[src/rtl/rns_conv_sequencer.sv]
// Sequential reverse converter for the RNS moduli set
// {2^N-1, 2^N+1, 2^(2N)+1, 2^(2N+P)}.
// The high part Y is built in a 4N-bit one's-complement accumulator
// (arithmetic mod 2^(4N)-1). Every CRT constant reduces to a rotation,
// a replication or a bit inversion, so each term needs one end-around-carry adder.
//   Xh = X mod (2^(4N)-1)         = t1 + t2 + t3
//   Y  = (Xh - R4) * 2^-(2N+P)    (the inverse power is a rotate right)
//   X  = Y * 2^(2N+P) + R4
module rns_conv_sequencer #(
  parameter int N = 4,
  parameter int P = 0
) (
  input  logic               clk,
  input  logic               rst_n,
  input  logic               in_valid,
  output logic               in_ready,
  input  logic [N-1:0]       R1,
  input  logic [N:0]         R2,
  input  logic [2*N:0]       R3,
  input  logic [2*N+P-1:0]   R4,
  output logic               out_valid,
  input  logic               out_ready,
  output logic [6*N+P-1:0]   X,
  output logic               err
);

  localparam int W = 4*N;     // accumulator width, modulus 2^W-1
  localparam int K = 2*N+P;   // width of the binary channel

  typedef enum logic [2:0] {IDLE, T1, T2, T3, TK, FOLD, DONE} state_t;

  state_t          state;
  logic [N-1:0]    r1;
  logic [N:0]      r2;
  logic [2*N:0]    r3;
  logic [K-1:0]    r4;
  logic            bad;
  logic [W-1:0]    acc;

  // Rotate left inside the W-bit word; this multiplies by 2^s mod 2^W-1.
  function automatic logic [W-1:0] rotl(input logic [W-1:0] v, input int s);
    return (v << s) | (v >> (W - s));
  endfunction

  // Channel 1: R1 * (M2*M3) * 2^(N-2). M2*M3 = (2^W-1)/(2^N-1) replicates R1 four times.
  logic [W-1:0] term1;
  assign term1 = rotl({4{r1}}, N-2);

  // Channel 2: R2 * (M1*M3) * -2^(2N-2). R2*(2^N-1) fits in 2N bits because R2 <= 2^N,
  // and multiplying by (2^(2N)+1) is replication.
  logic [2*N-1:0] u2;
  logic [W-1:0]   term2;
  assign u2    = {r2[N-1:0], {N{1'b0}}} - (2*N)'(r2);
  assign term2 = ~rotl({u2, u2}, 2*N-2);

  // Channel 3: R3 * (M1*M2) * -2^(W-1). R3*(2^(2N)-1) fits in W bits because R3 <= 2^(2N).
  logic [W-1:0] t3;
  logic [W-1:0] term3;
  assign t3    = {r3[2*N-1:0], {(2*N){1'b0}}} - W'(r3);
  assign term3 = ~rotl(t3, W-1);

  // Correction term: -R4 in one's complement.
  logic [W-1:0] termk;
  assign termk = ~W'(r4);

  // Select the term for the current step.
  logic [W-1:0] term;
  always_comb begin
    term = '0;
    case (state)
      T1:      term = term1;
      T2:      term = term2;
      T3:      term = term3;
      TK:      term = termk;
      default: term = '0;
    endcase
  end

  // End-around-carry add. The second carry cannot occur since the sum fits after one wrap.
  logic [W:0]   sum;
  logic [W-1:0] acc_next;
  assign sum      = {1'b0, acc} + {1'b0, term};
  assign acc_next = sum[W-1:0] + W'(sum[W]);

  // All-ones is the second encoding of zero; canonicalize it, then divide by 2^K.
  logic [W-1:0] acc_fold;
  logic [W-1:0] y;
  assign acc_fold = (&acc) ? '0 : acc;
  assign y        = rotl(acc_fold, W-K);

  // Sequencer: capture, four accumulate steps, fold, then hold the result until taken.
  always_ff @(posedge clk or negedge rst_n) begin
    if (!rst_n) begin
      state     <= IDLE;
      in_ready  <= 1'b0;
      out_valid <= 1'b0;
      err       <= 1'b0;
      X         <= '0;
      acc       <= '0;
      r1        <= '0;
      r2        <= '0;
      r3        <= '0;
      r4        <= '0;
      bad       <= 1'b0;
    end else begin
      case (state)
        IDLE: begin
          if (in_valid && in_ready) begin
            r1       <= R1;
            r2       <= R2;
            r3       <= R3;
            r4       <= R4;
            bad      <= (&R1) || (R2[N] && |R2[N-1:0]) || (R3[2*N] && |R3[2*N-1:0]);
            acc      <= '0;
            in_ready <= 1'b0;
            state    <= T1;
          end else begin
            in_ready <= 1'b1;
          end
        end
        T1: begin acc <= acc_next; state <= T2;   end
        T2: begin acc <= acc_next; state <= T3;   end
        T3: begin acc <= acc_next; state <= TK;   end
        TK: begin acc <= acc_next; state <= FOLD; end
        FOLD: begin
          out_valid <= 1'b1;
          err       <= bad;
          X         <= bad ? '0 : {y, r4};
          state     <= DONE;
        end
        DONE: begin
          if (out_ready) begin
            out_valid <= 1'b0;
            err       <= 1'b0;
            X         <= '0;
            in_ready  <= 1'b1;
            state     <= IDLE;
          end
        end
        default: state <= IDLE;
      endcase
    end
  end

endmodule

[config.mk]
export PLATFORM = sky130hd
export DESIGN_NAME = rns_conv_sequencer
export DESIGN_NICKNAME = d
export VERILOG_FILES = /design/src/rtl/rns_conv_sequencer.sv
export SDC_FILE = /design/constraint.sdc
export NUM_CORES = 1
export LEC_CHECK = 0
export ABC_AREA = 1
export CORE_UTILIZATION = 45
export DETAILED_ROUTE_END_ITERATION = 7
export MAX_ROUTING_LAYER = met4
export PLACE_DENSITY_LB_ADDON = 0.12
export SLEW_MARGIN = 20
export SYNTH_ARGS = -nofsm -noshare
export SYNTH_HDL_FRONTEND = slang
export SYNTH_SLANG_ARGS = --single-unit
[constraint.sdc]
create_clock -name clk -period 4 [get_ports clk]
set_input_delay 0.8 -clock clk [delete_from_list [all_inputs] [get_ports clk]]
set_output_delay 0.8 -clock clk [all_outputs]
set_load 0.05 [all_outputs]
==> metrics.md, run 1 <==
| Metric | Value |
|---|---|
| Status | completed |
| Mapped Cells | 729 |
| Post-route ant nets | 0 |
| Worst-path clk slew | 0.06 ns |
| CTS buffer count | 9 |
| CP endpoint kind | flip-flop |
| Post-synth top area share | around 36% |
| Initial antenna violation count | 0 |
| Least-Margin Pin Slew | 0.8541 ns |
| FF-to-FF path depth | 27 |
| GP Congestion | 0.9575 |
| Die ar. | roughly 0.012 mm^2 |
| Largest cells by area after synthesis | dfrtp_1, nand2_1, nand3_1 |
| Crit. Startpoint | r2[0] |
| Post-DR wirelength/cell | around 16 um |
| # H-tree levels | 3 |
| Clk buf depth | 2 |
| Tmin final | 3.815 ns |
| # hold bufs at CTS | 0 |
| Setup TNS | 0 ns |
| Fin crit share | a little over nine tenths |
| Placement Setup Slack | -0.04406 ns |
| R2r setup slk | 0.18 ns |
| Final setup fails | 0 |
| Core area | between 0.01 and 0.015 mm^2 |
| Largest net degree at the start of global routing | 57 |
| Critical path's top delay family | simple AND/OR/NAND/NOR gates |
| Largest stage delay, worst path | approximately 0.42 ns |
| Startpoint Class | flip-flop |
| Number of library cell types mapped by synthesis | 42 |
| Clk sink count | 73 |
| Global-route wire length before repair | roughly 24 mm |
| Critical path's slowest cell | dfrtp_1 |
| Ys async rst share | 100.0% |
| Total grt overflow | 0 |
| Num ports | 57 |
| Required @ worst endpoint | 4.27 ns |
| Port bufs | 56 |
| Post-synth EDFFs | 0 |
| Worst path most repeated cell | nand2_2 |
| Sequential element share of the synthesized area | a little over a third |
| Largest area contributor in the netlist | dfrtp_1 |
| Worst-Skew Late Latency | 0.34 ns |
| Post-route setup slack | around 0.18 ns |
| Syn_nets | between 700 and 800 |
| Bufs and invs on worst path | 1 |
| TritonCTS clock tree | done |
| Critical Path Fanout Max | 4 |
| Prevailing post-synth register cell | dfrtp_1 |
| Fillers | 991 |
| Nets | 894 |
| Die height | 108.2 um |
| Fmax achieved | 262.1 MHz |
| DRC viols | 0 |
| Final Hold Vio Count | 0 |
| Min-delay worst type | input pin to asynchronous set/reset pin |
| Most common cell in the netlist | nand2_1 |
| N_diodes | 0 |
| Row cnt | 38 |
| Yosys warnings | 0 |
| Total track usage | 27.76% |
| Mapped Area | 0.005074 mm^2 |
| Cells after DPL | around 960 |
| Vias in the first global route | 4833 |
| Seq cells post-synth | 73 |
| Top cells by count, synth | nand2_1, inv_1, nand3_1 |
| Share of cells above drive strength 1 | 21.75% |
| R2R Path Start | r2[0] |
| Syn Area/Cell | 6.960 um^2 |
| Initial Util | 46.40% |
| Vias | 5229 |
| Arr. time, crit path | 4.09 ns |
| Total Wirelength | 15.33 mm |
| Setup CP Type | flip-flop to flip-flop |
| Width of the chip | 108.2 um |
| DR vias/cell | 5.303 |
| Post-DP HPWL | roughly 12 mm |
| Final Max Tran Viols | 0 |
| P&R area growth vs syn | 33.69% |
| Max Cap Violations | 0 |
| Layout Cells excl Fill | 986 |
| Drt pass-1 iters | 5 |
| Clk root buf | clkbuf_16 |
| Rel. slew slack | 42.85% |
| Reg2reg end | acc[9] |
| Final setup skew | 0.008458 ns |
| Initial DRC Count | 295 |
[cell families after synthesis]
group,after synthesis,synth area share (%)
adder cells (fa/ha/maj),23,5.820
AND/OR/NAND/NOR,421,38.13
XOR/XNOR,3,0.5180
buffers and inverters,116,8.829
flip-flops,73,36.00
AO/OA/AOI/OAI,93,10.70
[what timing repair did]
item                                    in CTS  in global routing
buffers inserted                             1                 12
endpoints found under the setup margin       7                 14
gates resized for setup                      6                 65
pin swaps                                    8                 39
[worst max path at each step]
| stage | to | cells past startpoint | slack, ns |
|---|---|---|---|
| floorplan | acc[13] | 26 | 0.36 |
| global placement | acc[9] | 27 | 0.06 |
| detailed placement | acc[13] | 27 | -0.04 |
| CTS | acc[13] | 24 | 0.01 |
| global route | acc[13] | 27 | -0.03 |
| finish | acc[9] | 27 | 0.18 |
[registers in the layout (all words and copies together), names as in the netlist]
register   count
r4             8
bad            1
X             24
in_ready       1
state          3
r3             9
out_valid      1
err            1
r1             4
r2             5
acc           16
[final cells by class]
class / count / area [um^2] / area share, %
Multi-Input combinational cell: 540 / 3057 / 45.07
Tap cell: 140 / 175.2 / 2.583
Clock inverter: 6 / 92.59 / 1.365
Inverter: 100 / 379.1 / 5.589
Sequential cell: 73 / 1829 / 26.97
Timing Repair Buffer: 117 / 1021 / 15.05
Clock buffer: 10 / 229.0 / 3.376
[layout by cell type (no fill, tap or decap), drive strengths merged, types with 2 or more instances in the layout]
| cell type | instances |
|---|---|
| nor3 | 7 |
| o221ai | 2 |
| buf | 62 |
| and2 | 2 |
| a21oi | 18 |
| nand2 | 234 |
| nor2 | 59 |
| xor2 | 3 |
| a32o | 4 |
| clkinvlp | 3 |
| o211ai | 11 |
| clkinv | 2 |
| o21ai | 50 |
| bufinv | 2 |
| clkdlybuf4s50 | 55 |
| clkbuf | 10 |
| or2 | 3 |
| ha | 22 |
| a31oi | 4 |
| dfrtp | 73 |
| nand4 | 12 |
| inv | 99 |
| nand3 | 99 |
| nor4 | 2 |
[metal layers]
layer / up-vias / track usage [%] / wire, um
met3: 33 / 3.436 / 615
met4: 0 / 12.33 / 520
met5: - / - / 0
met2: 136 / 45.59 / 7545
met1: 2451 / 34.20 / 6644
li1: 2609 / - / -
[metrics by stage]
stage                     instance area, um^2  utilization [%]  hold WS, ns
after floorplan                          5074                -       0.4422
after global placement                   6092            55.71       0.4616
after detailed placement                 6092            55.71       0.4850
after CTS                                6457            59.05       0.3935
after global routing                     6783            62.03       0.4240
final                                    6783            62.03       0.3849
Power of run 1 is left out: the tool's default activity adds up to more than one toggle a clock period on the data nets, which glitch-free logic cannot reach.
==> run 2, diff against run 1 <==
Settings changed: CORE_UTILIZATION 45 to 57.
==> run 2 against run 1 <==
The run now ends with design-rule violations left; cell area down 3.3%; non-clock buffer count down 6; sequential cell count unchanged; critical path type unchanged.
==> metrics.md, run 2 (synthesis results as in run 1) <==
| Metric | Value |
|---|---|
| Status | finished, violations left |
| Violated checks | design-rule violations |
| Port bufs | 56 (unchanged) |
| Final core utilization | 75.55% (+14 points) |
| Final setup fails | 0 (unchanged) |
| Vias in the first global route | 4665 (-3.5%) |
| Most common cell after layout, fill and taps aside | nand2_1 |
| Clk sink count | 73 (unchanged) |
| Post-DP HPWL | 11.35 mm (-4.7%) |
| RSZ-0062 raised after global routing | yes |
| Width of the chip | 96.35 um (-11%) |
| TritonCTS clock tree | done |
| Final Hold Vio Count | 0 (unchanged) |
| Total Wirelength | 14.72 mm (-4.0%) |
| GRT busiest layer | met2 |
| Critical path's slowest cell | dfrtp_1 |
| Post-route ant nets | 0 (unchanged) |
| Arr. time, crit path | 4.08 ns (about the same) |
| Max Cap Violations | 0 (unchanged) |
| Initial antenna violation count | 0 (unchanged) |
| Die height | 96.35 um (-11%) |
| P&R area growth vs syn | 29.22% |
| # H-tree levels | 3 (unchanged) |
| Worst path most repeated cell | nand2_2 |
| Most flops, register | X |
| CTS buffer count | 9 (unchanged) |
| # hold bufs at CTS | 0 (unchanged) |
| Clk buf depth | 2 (unchanged) |
| Commonest cells after routing, fill and taps aside | nand2_1, nand3_1, inv_1, dfrtp_1 |
| Total track usage | 33.09% (+5.3 points) |
| Largest stage delay, worst path | 0.38 ns (-0.04 ns) |
| GP Congestion | 0.9546 (-0.30%) |
| Min-delay worst type | input pin to asynchronous set/reset pin |
| Num ports | 57 (unchanged) |
| Clk root buf | clkbuf_8 |
| Fmax achieved | 263.4 MHz (+0.49%) |
| DRC viols | 1 (+1) |
| Row cnt | 34 (-11%) |
| Rel. slew slack | 31.04% (-12 points) |
| Largest registers | X: 24 flops, acc: 16 flops, r3: 9 flops |
| Worst-Skew Late Latency | 0.36 ns (+0.02 ns) |
| Nets | 888 (-0.67%) |
| CP endpoint kind | flip-flop |
| Setup CP Type | flip-flop to flip-flop |
| Worst-path clk slew | 0.09 ns (+0.03 ns) |
| Drt pass-1 iters | 8 (+3) |
| Vias | 5327 (+1.9%) |
| Startpoint Class | flip-flop |
| Total grt overflow | 0 (unchanged) |
| Met3 usage | 4.344% (+0.91 points) |
| Met1 usage | 39.23% (+5.0 points) |
| Final setup skew | 0.01478 ns (+0.006327 ns) |
| Fin crit share | 94.92% (-0.47 points) |
| Post-DR wirelength/cell | 15.52 um (-0.12%) |
| Least-Margin Pin Slew | 1.031 ns (+0.1773 ns) |
| Required @ worst endpoint | 4.28 ns (about the same) |
| Global-route wire length before repair | 22.19 mm (-6.2%) |
| Core area | 0.008678 mm^2 (-21%) |
| Initial Util | 58.46% (+12 points) |
| N_diodes | 0 (unchanged) |
| Share of cells above drive strength 1 | 20.48% (-1.3 points) |
| Met2 GRT Util | 57.33% (+12 points) |
| Initial DRC Count | 343 (+16%) |
| Tmin final | 3.797 ns (-0.01865 ns) |
| Critical Path Fanout Max | 5 (+1) |
| Flip-flop count of the largest register after layout | 24 (unchanged) |
| DR vias/cell | 5.619 (+6.0%) |
| Final Max Tran Viols | 0 (unchanged) |
| Die ar. | 0.009282 mm^2 (-21%) |
| Largest net degree at the start of global routing | 62 (+8.8%) |
## run 2: stage by stage
step                area (um^2)  hold WS, ns  instances  setup TNS (ns)  setup WS [ns]
global placement           6015       0.4563        920        -0.01673       -0.01099
CTS                        6257       0.3031        936               0        0.02440
finish                     6556       0.3067        948               0         0.2033
detailed placement         6015       0.4583        920         -0.5139        -0.1106
floorplan                  5074       0.4422        729               0         0.3584
global route               6556       0.3226        948         -0.3380        -0.1047
## run 2: layout make-up
type / instances / area, um^2
fill: 704 / 2122
sequential: 73 / 1831
timing repair buffer: 111 / 968.4
multi-input combinational: 540 / 3024
clock inverter: 6 / 90.09
tap: 108 / 135.1
clock buffer: 10 / 127.6
inverter: 100 / 380.4
## run 2: repair_timing
action,in CTS,in global routing
gates cloned,0,0
gates resized for setup,5,60
setup endpoints to repair,9,14
buffers inserted,0,12
pin swaps,2,46
## run 2: routing by layer
| metal | routed length [um] | vias to the layer above |
|---|---|---|
| met5 | 0 | - |
| met4 | 603 | 0 |
| met3 | 952 | 52 |
| met2 | 7226 | 215 |
| met1 | 5934 | 2451 |
| li1 | - | 2609 |
## run 2: worst paths after layout
path                           start        end  slack (ns)  cells past startpoint
hold reg to reg            out_valid  out_valid        0.48                      2
setup / recovery               r2[4]    acc[15]        0.20                     28
setup reg to reg               r2[4]    acc[15]        0.20                     28
hold / removal                 rst_n      X[12]        0.31                      1
max in group asynchronous      rst_n   state[0]        2.59                      2
min in group clk           out_valid  out_valid        0.48                      2
## run 2: worst max-delay path: cells and delay by family, from the launching register on
kind | cells | cell delay, ns
buf+inv | 3 | 0.28
fa+ha+maj | 3 | 0.74
flops | 1 | 0.38
compound gates | 4 | 0.62
simple gates | 18 | 1.70
Power of run 2 is left out for the same reason.
==> run 3, diff against run 2 <==
--- a/config.mk
+++ b/config.mk
@@ -8,4 +8,5 @@
 export ABC_AREA = 1
-export CORE_UTILIZATION = 57
+export CORE_UTILIZATION = 30
 export DETAILED_ROUTE_END_ITERATION = 7
+export GPL_TIMING_DRIVEN = 0
 export MAX_ROUTING_LAYER = met4
==> constraint.sdc (replaced) <==
create_clock -name clk -period 4 [get_ports clk]
set_input_delay 0.4 -clock clk [delete_from_list [all_inputs] [get_ports clk]]
set_output_delay 0.4 -clock clk [all_outputs]
set_load 0.05 [all_outputs]
==> run 3 against run 2 <==
The flow finishes with violations (negative setup slack); fmax shrank 5.7%; clock skew down 0.0098 ns; critical path depth is 3 lower; register-to-register slack lost 0.23 ns; final cell count up 14%; utilization decreased by 32 points; non-clock buffer count increased by 23; global-route usage shrank 13 points; cell area increased by 9.8%; highest routed layer unchanged.
==> metrics.md, run 3 (synthesis results as in run 1) <==
| Metric | Value |
|---|---|
| Status | finished, violations left |
| Violated checks | negative setup slack |
| Total track usage | 20.28% (-13 points) |
| Nets | 911 (+2.6%) |
| Port bufs | 56 (unchanged) |
| Num ports | 57 (unchanged) |
| R2R Path Start | state[2] |
| Post-route setup slack | -0.02729 ns (-0.2305 ns) |
| Final setup skew | 0.004969 ns (-0.009815 ns) |
| GP Congestion | 0.9348 (-2.1%) |
| CP endpoint kind | flip-flop |
| Setup TNS | -0.03458 ns (-0.03458 ns) |
| DR vias/cell | 5.015 (-11%) |
| Total Wirelength | 17.07 mm (+16%) |
| Max Cap Violations | 0 (unchanged) |
| Initial antenna violation count | 0 (unchanged) |
| Vias in the first global route | 5218 (+12%) |
| Most flops, register | X |
| Critical path's slowest cell | dfrtp_1 |
| Clk sink count | 73 (unchanged) |
| Critical path's top delay family | simple AND/OR/NAND/NOR gates |
| Fillers | 1671 (+140%) |
| DRC viols | 0 (-1) |
| Crit. Startpoint | state[2] |
| Fin crit share | 100.7% (+5.8 points) |
| CTS buffer count | 9 (unchanged) |
| Share of cells above drive strength 1 | 26.19% (+5.7 points) |
| Clk root buf | clkbuf_16 |
| Post-route ant nets | 0 (unchanged) |
| Critical Path Fanout Max | 7 (+2) |
| Least-Margin Pin Slew | 0.6681 ns (-0.3633 ns) |
| N_diodes | 0 (unchanged) |
| Required @ worst endpoint | 4.22 ns (-0.06 ns) |
| Worst-Skew Late Latency | 0.34 ns (-0.02 ns) |
| Commonest cells after routing, fill and taps aside | nand2_1, nand3_1, inv_1, dfrtp_1, buf_4 |
| Final Hold Vio Count | 0 (unchanged) |
| Arr. time, crit path | 4.25 ns (+0.17 ns) |
| Drt pass-1 iters | 5 (-3) |
| Startpoint Class | flip-flop |
| Met1 wire length | 7.416 mm (+25%) |
| Most common cell after layout, fill and taps aside | nand2_1 |
| # H-tree levels | 3 (unchanged) |
| Width of the chip | 132.0 um (+37%) |
| Post-DP HPWL | 12.74 mm (+12%) |
| Initial DRC Count | 309 (-9.9%) |
| Reg2reg end | acc[10] |
| Clk buf depth | 2 (unchanged) |
| R2r setup slk | -0.03 ns (-0.23 ns) |
| RSZ-0062 raised after global routing | yes |
| Final setup fails | 2 (+2) |
| Final Max Tran Viols | 0 (unchanged) |
| Post-DR wirelength/cell | 15.76 um (+1.5%) |
| Tmin final | 4.027 ns (+0.2305 ns) |
| Largest stage delay, worst path | 0.44 ns (+0.06 ns) |
| Max Used Layer | met4 |
| P&R area growth vs syn | 41.90% |
| Largest registers | X: 24 flops, acc: 16 flops, r3: 9 flops |
| Global-route wire length before repair | 26.74 mm (+21%) |
| Metal3 WL | 715 um (-25%) |
| Met2 wire length | 8.333 mm (+15%) |
| Core area | 0.01652 mm^2 (+90%) |
| Row cnt | 47 (+38%) |
| Flip-flop count of the largest register after layout | 24 (unchanged) |
| Fmax achieved | 248.3 MHz (-5.7%) |
| Die height | 132.0 um (+37%) |
| # hold bufs at CTS | 0 (unchanged) |
| Bufs and invs on worst path | 4 (+1) |
| TritonCTS clock tree | done |
| Vias | 5431 (+2.0%) |
| FF-to-FF path depth | 25 (-11%) |
| Rel. slew slack | 55.29% (+24 points) |
| Initial Util | 30.70% (-28 points) |
| Largest net degree at the start of global routing | 47 (-24%) |
| Worst-path clk slew | 0.06 ns (-0.03 ns) |
| Setup CP Type | flip-flop to flip-flop |
| Min-delay worst type | input pin to asynchronous set/reset pin |
| Die ar. | 0.01744 mm^2 (+88%) |
| Total grt overflow | 0 (unchanged) |
==> run 3: how the worst max path moves through the flow <==
stage,to,cells past startpoint
floorplan,acc[13],26
global placement,acc[10],27
detailed placement,acc[10],25
CTS,acc[15],34
global route,acc[15],30
finish,acc[10],25
==> run 3: area by class of cell <==
cell class	count	area, um^2	area share (%)
Multi-Input combinational cell	540	3267	45.38
Sequential cell	73	1834	25.48
Timing Repair Buffer	118	1044	14.49
Inverter	100	384.1	5.335
Tap cell	220	275.3	3.823
Clock buffer	10	229.0	3.180
Clock inverter	6	90.09	1.251
Buffer	16	76.32	1.060
==> run 3: what timing repair did <==
action	in CTS	in global routing
setup buffers	43	18
resized for setup	59	70
cloned	0	0
endpoints found under the setup margin	14	14
pin swaps	43	40
==> run 3: per-layer routing <==
metal  vias up  global-route usage [%]
li1       2638                       -
met5         -                       -
met4         0                   5.879
met3        43                   3.422
met1      2589                   24.92
met2       161                   34.07
==> run 3: through the flow <==
| stage | instances | cell area [um^2] | utilization (%) | hold slack (ns) | setup WS, ns |
|---|---|---|---|---|---|
| final | 1083 | 7199 | 43.57 | 0.001918 | -0.02729 |
| after global routing | 1083 | 7199 | 43.57 | 0.02509 | -0.2698 |
| after CTS | 1065 | 6815 | 41.24 | 0.009825 | -0.008620 |
| after detailed placement | 1006 | 5934 | 35.91 | 0.3776 | -0.6993 |
| after global placement | 1005 | 5909 | 35.76 | 0.4583 | -0.6272 |
| after floorplan | 729 | 5074 | - | 0.1044 | 0.3584 |
Power of run 3 is left out for the same reason.
